<file path="config.mk">
export PLATFORM = sky130hd
export DESIGN_NAME = irq_collect_8
export DESIGN_NICKNAME = d
export VERILOG_FILES = /design/src/rtl/irq_collect_8.sv
export SDC_FILE = /design/constraint.sdc
export NUM_CORES = 1
export LEC_CHECK = 0
export CAP_MARGIN = 40
export CORE_ASPECT_RATIO = 1.25
export CORE_UTILIZATION = 30
export DETAILED_ROUTE_END_ITERATION = 8
export SKIP_CTS_REPAIR_TIMING = 1
export SLEW_MARGIN = 20
export SYNTH_ARGS = -nofsm -noshare
export SYNTH_HDL_FRONTEND = slang
export SYNTH_SLANG_ARGS = --single-unit
export TNS_END_PERCENT = 5
</file>
<file path="constraint.sdc">
create_clock -name clk -period 2.75 [get_ports clk]
set_clock_uncertainty 0.05 [all_clocks]
set_input_delay 0.55 -clock clk [delete_from_list [all_inputs] [get_ports clk]]
set_output_delay 0.55 -clock clk [all_outputs]
set_load 0.005 [all_outputs]
</file>
<file path="src/rtl/irq_collect_8.sv">
// Eight-channel interrupt collector: edge/level capture into pending bits, masked grant into an
// output register with valid/ready handshake. Define ROUND_ROBIN_EN for round-robin selection.
module irq_collect_8 #(
    parameter int unsigned EDGE_MODE = 1
) (
    input  logic       clk,
    input  logic       rst_n,
    input  logic [7:0] req_in,
    input  logic [7:0] mask,
    input  logic       ovf_clr,
    input  logic       out_ready,
    output logic       out_valid,
    output logic [2:0] out_idx,
    output logic [7:0] pending,
    output logic       overflow
);

    logic [7:0] req_q;
    logic [7:0] pend_q, pend_d;
    logic       valid_q, valid_d;
    logic [2:0] idx_q, idx_d;
    logic       ovf_q, ovf_d;

    logic [7:0] cap;
    logic [7:0] cand;
    logic [7:0] grant;
    logic [2:0] sel;
    logic       can_load;
    logic       load;

`ifdef ROUND_ROBIN_EN
    logic [2:0] ptr_q, ptr_d;
    logic [2:0] rr_idx;
    logic       found;

    // Search starts one below the last granted channel and wraps modulo 8.
    always_comb begin
        sel    = '0;
        found  = 1'b0;
        rr_idx = '0;
        for (int unsigned k = 0; k < 8; k++) begin
            rr_idx = ptr_q - 3'(k + 1);
            if (!found && cand[rr_idx]) begin
                sel   = rr_idx;
                found = 1'b1;
            end
        end
    end

    assign ptr_d = load ? sel : ptr_q;

    always_ff @(posedge clk or negedge rst_n) begin
        if (!rst_n) ptr_q <= '0;
        else        ptr_q <= ptr_d;
    end
`else
    always_comb begin
        sel = '0;
        for (int unsigned i = 0; i < 8; i++) begin
            if (cand[i]) sel = 3'(i);
        end
    end
`endif

    always_comb begin
        cap      = (EDGE_MODE != 0) ? (req_in & ~req_q) : req_in;
        cand     = pend_q & ~mask;
        can_load = !valid_q || out_ready;
        load     = can_load && (cand != '0);
        grant    = load ? (8'b1 << sel) : '0;
        // A fresh capture on the channel being granted keeps it pending and is not an overflow.
        pend_d   = (pend_q & ~grant) | cap;
        ovf_d    = (|(cap & pend_q & ~grant)) | (ovf_q & ~ovf_clr);
        valid_d  = can_load ? (cand != '0) : valid_q;
        idx_d    = load ? sel : idx_q;
    end

    always_ff @(posedge clk or negedge rst_n) begin
        if (!rst_n) begin
            req_q   <= '0;
            pend_q  <= '0;
            valid_q <= 1'b0;
            idx_q   <= '0;
            ovf_q   <= 1'b0;
        end else begin
            req_q   <= req_in;
            pend_q  <= pend_d;
            valid_q <= valid_d;
            idx_q   <= idx_d;
            ovf_q   <= ovf_d;
        end
    end

    assign out_valid = valid_q;
    assign out_idx   = idx_q;
    assign pending   = pend_q;
    assign overflow  = ovf_q;

endmodule

</file>
==> results of run 1 <==
==> cell families (layout without fill, tap and decap cells) <==
| logic type | Yosys count | in the layout | share of synthesized area |
|---|---|---|---|
| buf+inv | 10 | 47 | 0.0499 |
| mux | 4 | 4 | 0.0465 |
| compound gates | 24 | 24 | 0.138 |
| simple gates | 43 | 43 | 0.278 |
| flops | 21 | 21 | 0.488 |
==> metrics by stage <==
stage / hold WS (ns) / setup WS (ns) / util / cell area, um^2 / instances
after global routing: 0.428 / 0.662 / 0.430 / 1490 / 178
after detailed placement: 0.388 / 0.425 / 0.417 / 1440 / 174
after global placement: 0.371 / 0.487 / 0.417 / 1440 / 174
final: 0.397 / 0.720 / 0.430 / 1490 / 178
after floorplan: 0.204 / 1.11 / - / 1080 / 102
after CTS: 0.399 / 0.703 / 0.430 / 1490 / 178
==> state kept, by name, summed over array words and instances, names as in the netlist <==
register,cells
pending,8
req_q,8
out_idx,3
out_valid,1
overflow,1
==> worst max-delay path: cells and delay by family <==
| kind | cells | cell delay, ns |
|---|---|---|
| simple gates | 2 | 0.31 |
| mux | 1 | 0.14 |
| buf+inv | 1 | 0.45 |
| compound gates | 3 | 0.65 |
==> layout make-up <==
class,instances,area (um^2)
clock buffer,4,45.0
sequential,21,526
multi-input combinational,71,498
fill,339,1970
timing repair buffer,34,335
tap,39,48.8
inverter,9,33.8
==> metal layers <==
layer	track usage	wire length [um]
met1	0.144	940
met3	0.0319	105
met5	0	0
met4	0.0639	54
met2	0.229	1140
==> power breakdown <==
part           total [W]  internal (W)  switching (W)
clock           0.000199      0.000103      0.0000959
sequential      0.000365      0.000341      0.0000242
combinational   0.000230      0.000133      0.0000973
total           0.000794      0.000576       0.000217
==> final timing paths <==
kind	endpoint	slack (ns)	depth (start not counted)
worst min register to register	pending[1]$_DFF_PN0_	0.40	1
worst max-delay path	overflow$_DFF_PN0_	0.72	7
worst min-delay path	pending[1]$_DFF_PN0_	0.40	1
worst max register to register	overflow$_DFF_PN0_	1.06	6
min in group asynchronous	req_q[6]$_DFF_PN0_	0.59	2
max in group asynchronous	pending[3]$_DFF_PN0_	1.84	2
==> layout by cell type (no fill, tap or decap), types with 2 or more instances in the layout <==
cell type,n
clkdlybuf4s50_1,32
nand2b_1,6
o22ai_1,2
clkbuf_8,3
nor2b_1,2
nand2b_2,2
nor2_1,6
mux2_4,2
o21ai_1,3
mux2i_1,2
dfrtp_1,21
a21oi_1,2
inv_1,9
nand3b_1,6
o21ai_0,13
nand2_1,10
buf_4,2
==> metrics, run 1 <==
drt wl/cell=12.6 um; vias per inst=4.76; Worst slew margin=0.796; TritonCTS buffer count=3; # rows=24; first-pass GRT wire length=3960 um; Crit-path slowest cell=clkdlybuf4s50_1; min Tclk post-route=a little over 2 ns; Worst Path Arrival=2.11 ns; Cells after Synth=roughly 100; initial antenna violation count=0; Least-Margin Pin Slew=0.306 ns; htree depth=1; syn_area_per_cell=10.6 um^2; clk slew on worst S/H paths=0.07 ns; sequential area share after synthesis=0.488; Pwr Density=534 nW/um^2; Crit path largest cell delay=about 0.45 ns; HP Start=req_q[1]$_DFF_PN0_; Core Region=3450 um^2; final hold violation count=0; worst ir drop on vdd=0.296 mV; setup violators final=0; Setup crit start kind=input port; top-area cell type share of the netlist area=0.488; area grow syn2layout=38.0%; starting density of the core=0.312; Setup crit end kind=flip-flop; clock sink count=21; period utilization=0.738; most common cell in the netlist=dfrtp_1; vias in the first global route=880; vias=848; Top Ports=33; worst r2r src=pending[1]$_DFF_PN0_; RSZ-0062 raised after global routing=false; largest net degree at the start of global routing=22; total die area=3840 um^2; status=finished clean; Port-buffer cells=32; Total Nets Final=160; Max Freq=between 400 and 500 MHz; DRC=0; max-slew violations=0; GPL Wtd Cong=0.853; crit path from=mask[1]; gr usage total=0.130; Area contributors post-synth=dfrtp_1 (49%), o21ai_0 (6.0%), nand3b_1 (4.2%); leakage=0.633 nW; Primary FF master, synth=dfrtp_1; Remaining Overflow, GRT=0; Post-Synthesis Cell Area=between 1000 and 1500 um^2; DRT Wirelength=2240 um; post-synthesis net count=around 120; number of diodes=0; FF+latch count, synth=21; root buffer cell=clkbuf_8; post-route setup TNS=0 ns; clk buf depth=2; drt initial violations=11; critical path class=input port to flip-flop; TritonCTS clock tree=yes; Pwr Total=0.000794 W; share of cells above drive strength 1=0.144; synth unique cells=30; critical path, cell by cell=clkdlybuf4s50_1 -> and2b_1 -> a211oi_2 -> o21ai_4 -> mux2i_1 -> o21ai_1 -> nand4_1; HPWL Detailed=1780 um; Post-synth EDFFs=0; Worst-Skew Late Latency=0.25 ns; die height=69 um; CP Data Required Time=2.83 ns; cell taking the most area after synthesis=dfrtp_1; max cap viols=0; DIE WIDTH=55.6 um; TritonRoute pass-1 iters=4; post-route ant nets=0; crit path max fanout=10; Min-Delay Path Class=flip-flop to flip-flop; YS warnings=0; top cells by count, synth=dfrtp_1 (21), o21ai_0 (13), nand2_1 (10); Async S/R FF share, synth=1.00
No activity file was read; power rests on OpenSTA's default activity.
==> run 2: changes to the inputs <==
==> constraint.sdc (replaced) <==
create_clock -name clk -period 1.8 [get_ports clk]
set_clock_uncertainty 0.05 [all_clocks]
set_input_delay 0.36 -clock clk [delete_from_list [all_inputs] [get_ports clk]]
set_output_delay 0.36 -clock clk [all_outputs]
set_load 0.005 [all_outputs]
==> run 2 against run 1 <==
Combinational power up 64%. Utilization up 2.0 points. Routed wire length up 4.4%. Power up 58%. Worst hold slack worse by 0.0052 ns. Critical path depth down 1. Non-clock buffer count up 6. Clock power up 58%. Via count up 2.6%.
==> metrics, run 2 (synthesis results as in run 1) <==
post-route cell area=1560 um^2 (+4.6%); Pint=0.000899 W (+56%); htree depth=1 (unchanged); HPWL Detailed=1880 um (+5.6%); total die area=3840 um^2 (unchanged); largest net degree at the start of global routing=22 (unchanged); vias in the first global route=919 (+4.4%); critical path endpoint=out_idx[0]$_DFFE_PN0N_; worst setup margin=0.0933 ns (-0.627 ns); hold slack final=0.391 ns (-0.00521 ns); gr usage total=0.133 (+0.00311); critical path class=input port to flip-flop; share of cells above drive strength 1=0.207 (+0.0630); setup violators final=0 (unchanged); max cap viols=0 (unchanged); fin cells=184 (+3.4%); clk buf depth=2 (unchanged); most common cell after layout, fill and taps aside=clkdlybuf4s50_1; Worst-Skew Late Latency=0.26 ns (about the same); proportion of power drawn by combinational gates=0.302 (+0.012); worst ir drop on vdd=0.376 mV (+27%); Top Ports=33 (unchanged); TritonCTS buffer count=3 (unchanged); starting density of the core=0.312 (unchanged); most frequent cells in the layout=clkdlybuf4s50_1 (32), dfrtp_1 (21), o21ai_0 (13); pre-CTS WS=-0.228 ns (-0.653 ns); root buffer cell=clkbuf_8; vias per inst=4.73 (-0.75%); register area=526 um^2 (unchanged); DP Cell Count=178 (+2.3%); DRC=0 (unchanged); Reg-to-Reg End=out_idx[0]$_DFFE_PN0N_; Total Nets Final=166 (+3.8%); switching power=0.000354 W (+63%); crit path max fanout=2 (-8); Worst R2R Path Depth=5 (-1); min Tclk post-route=1.71 ns; drt initial violations=11 (unchanged); clk slew on worst S/H paths=0.08 ns (about the same); Max Freq=586 MHz; Min-Delay Path Class=input port to asynchronous set/reset pin; DRT Wirelength=2340 um (+4.4%); vias=870 (+2.6%); worst r2r src=pending[2]$_DFF_PN0_; Core Region=3450 um^2 (unchanged); drt wl/cell=12.7 um (+0.96%); Reg power frac=0.448 (-0.012); TritonCTS clock tree=yes; CP Data Required Time=1.91 ns (-0.92 ns); die height=69 um (unchanged); Least-Margin Pin Slew=0.307 ns (+0.00173 ns); Worst slew margin=0.795 (-0.000806); number of diodes=0 (unchanged); fillers=331 (-2.4%); period utilization=0.948; final hold violation count=0 (unchanged); Clock Power Share=0.250 (about the same); TritonRoute pass-1 iters=4 (unchanged); Setup crit start kind=input port; Pwr Density=805 nW/um^2 (+51%); multi-input combinational cell area=520 um^2 (+4.5%); R2R setup slack=0.22 ns (-0.84 ns); first-pass GRT wire length=3980 um (+0.53%); clock sink count=21 (unchanged); Port-buffer cells=32 (unchanged); area grow syn2layout=44.4%; max-slew violations=0 (unchanged); Setup crit end kind=flip-flop; leakage=0.683 nW (+7.9%); GPL Wtd Cong=0.873 (+2.4%); DIE WIDTH=55.6 um (unchanged); initial antenna violation count=0 (unchanged); Sw Ratio=0.282 (+0.00846); post-route ant nets=0 (unchanged); crit path from=mask[2]; Worst Path Arrival=1.81 ns (-0.30 ns); # rows=24 (unchanged); status=finished clean; Remaining Overflow, GRT=0 (unchanged); DP Area=1470 um^2 (+2.1%)
## run 2: cell count changes in the layout (fill, tap and decap cells not counted)
cell	change
nand2_1	-1
clkinv_2	+1
nand2b_2	-1
nand2_2	+1
nand2b_4	+3
clkbuf_1	-1
nand2b_1	-2
buf_4	+6
## run 2: worst min-delay path by stage
stage	start	end	slack (ns)	cells after the start
after floorplan	rst_n	out_idx[0]$_DFFE_PN0N_	0.01	0
after global placement	req_q[0]$_DFF_PN0_	pending[0]$_DFF_PN0_	0.37	1
after detailed placement	req_q[2]$_DFF_PN0_	pending[2]$_DFF_PN0_	0.39	1
after CTS	rst_n	pending[2]$_DFF_PN0_	0.40	2
after global routing	rst_n	pending[7]$_DFF_PN0_	0.42	2
final	rst_n	pending[7]$_DFF_PN0_	0.39	2
## run 2: power by group through the flow
stage          Clock (W)  Sequential (W)  Combinational [W]
2_1_floorplan          0        0.000564           0.000185
3_3_place_gp           0        0.000566           0.000362
3_5_place_dp           0        0.000567           0.000368
4_1_cts         0.000320        0.000558           0.000369
5_1_grt         0.000348        0.000570           0.000414
6_report        0.000314        0.000561           0.000378
## run 2: critical path: stages
cell and delay, ns:
clkdlybuf4s50_1 0.49, and2b_2 0.25, nor3_4 0.17, and3_4 0.22
nor2_4 0.04, mux2_4 0.28
## run 2: routing by layer
layer  wire length (um)  up-vias  share of wire  track usage
li1                   -      428              -            -
met1                928      411           0.40        0.141
met2               1270       24           0.54        0.254
met3                 85        7          0.036       0.0206
met4                 63        0          0.027       0.0583
met5                  0        -              0            0
## run 2: stage by stage
stage               TNS [ns]  power, W   util
floorplan                  0  0.000749      -
global placement       -1.32  0.000928  0.426
detailed placement     -1.52  0.000934  0.426
CTS                        0   0.00125  0.439
global route         -0.0181   0.00133  0.450
finish                     0   0.00125  0.450
## run 2: layout make-up
type                    count  share of cell area
flip-flops and latches     21               0.338
multi-input cells          71               0.335
repair buffers             40               0.245
well taps                  39              0.0314
clock buffers               3              0.0265
inverters                   9              0.0217
clock inverters             1             0.00322
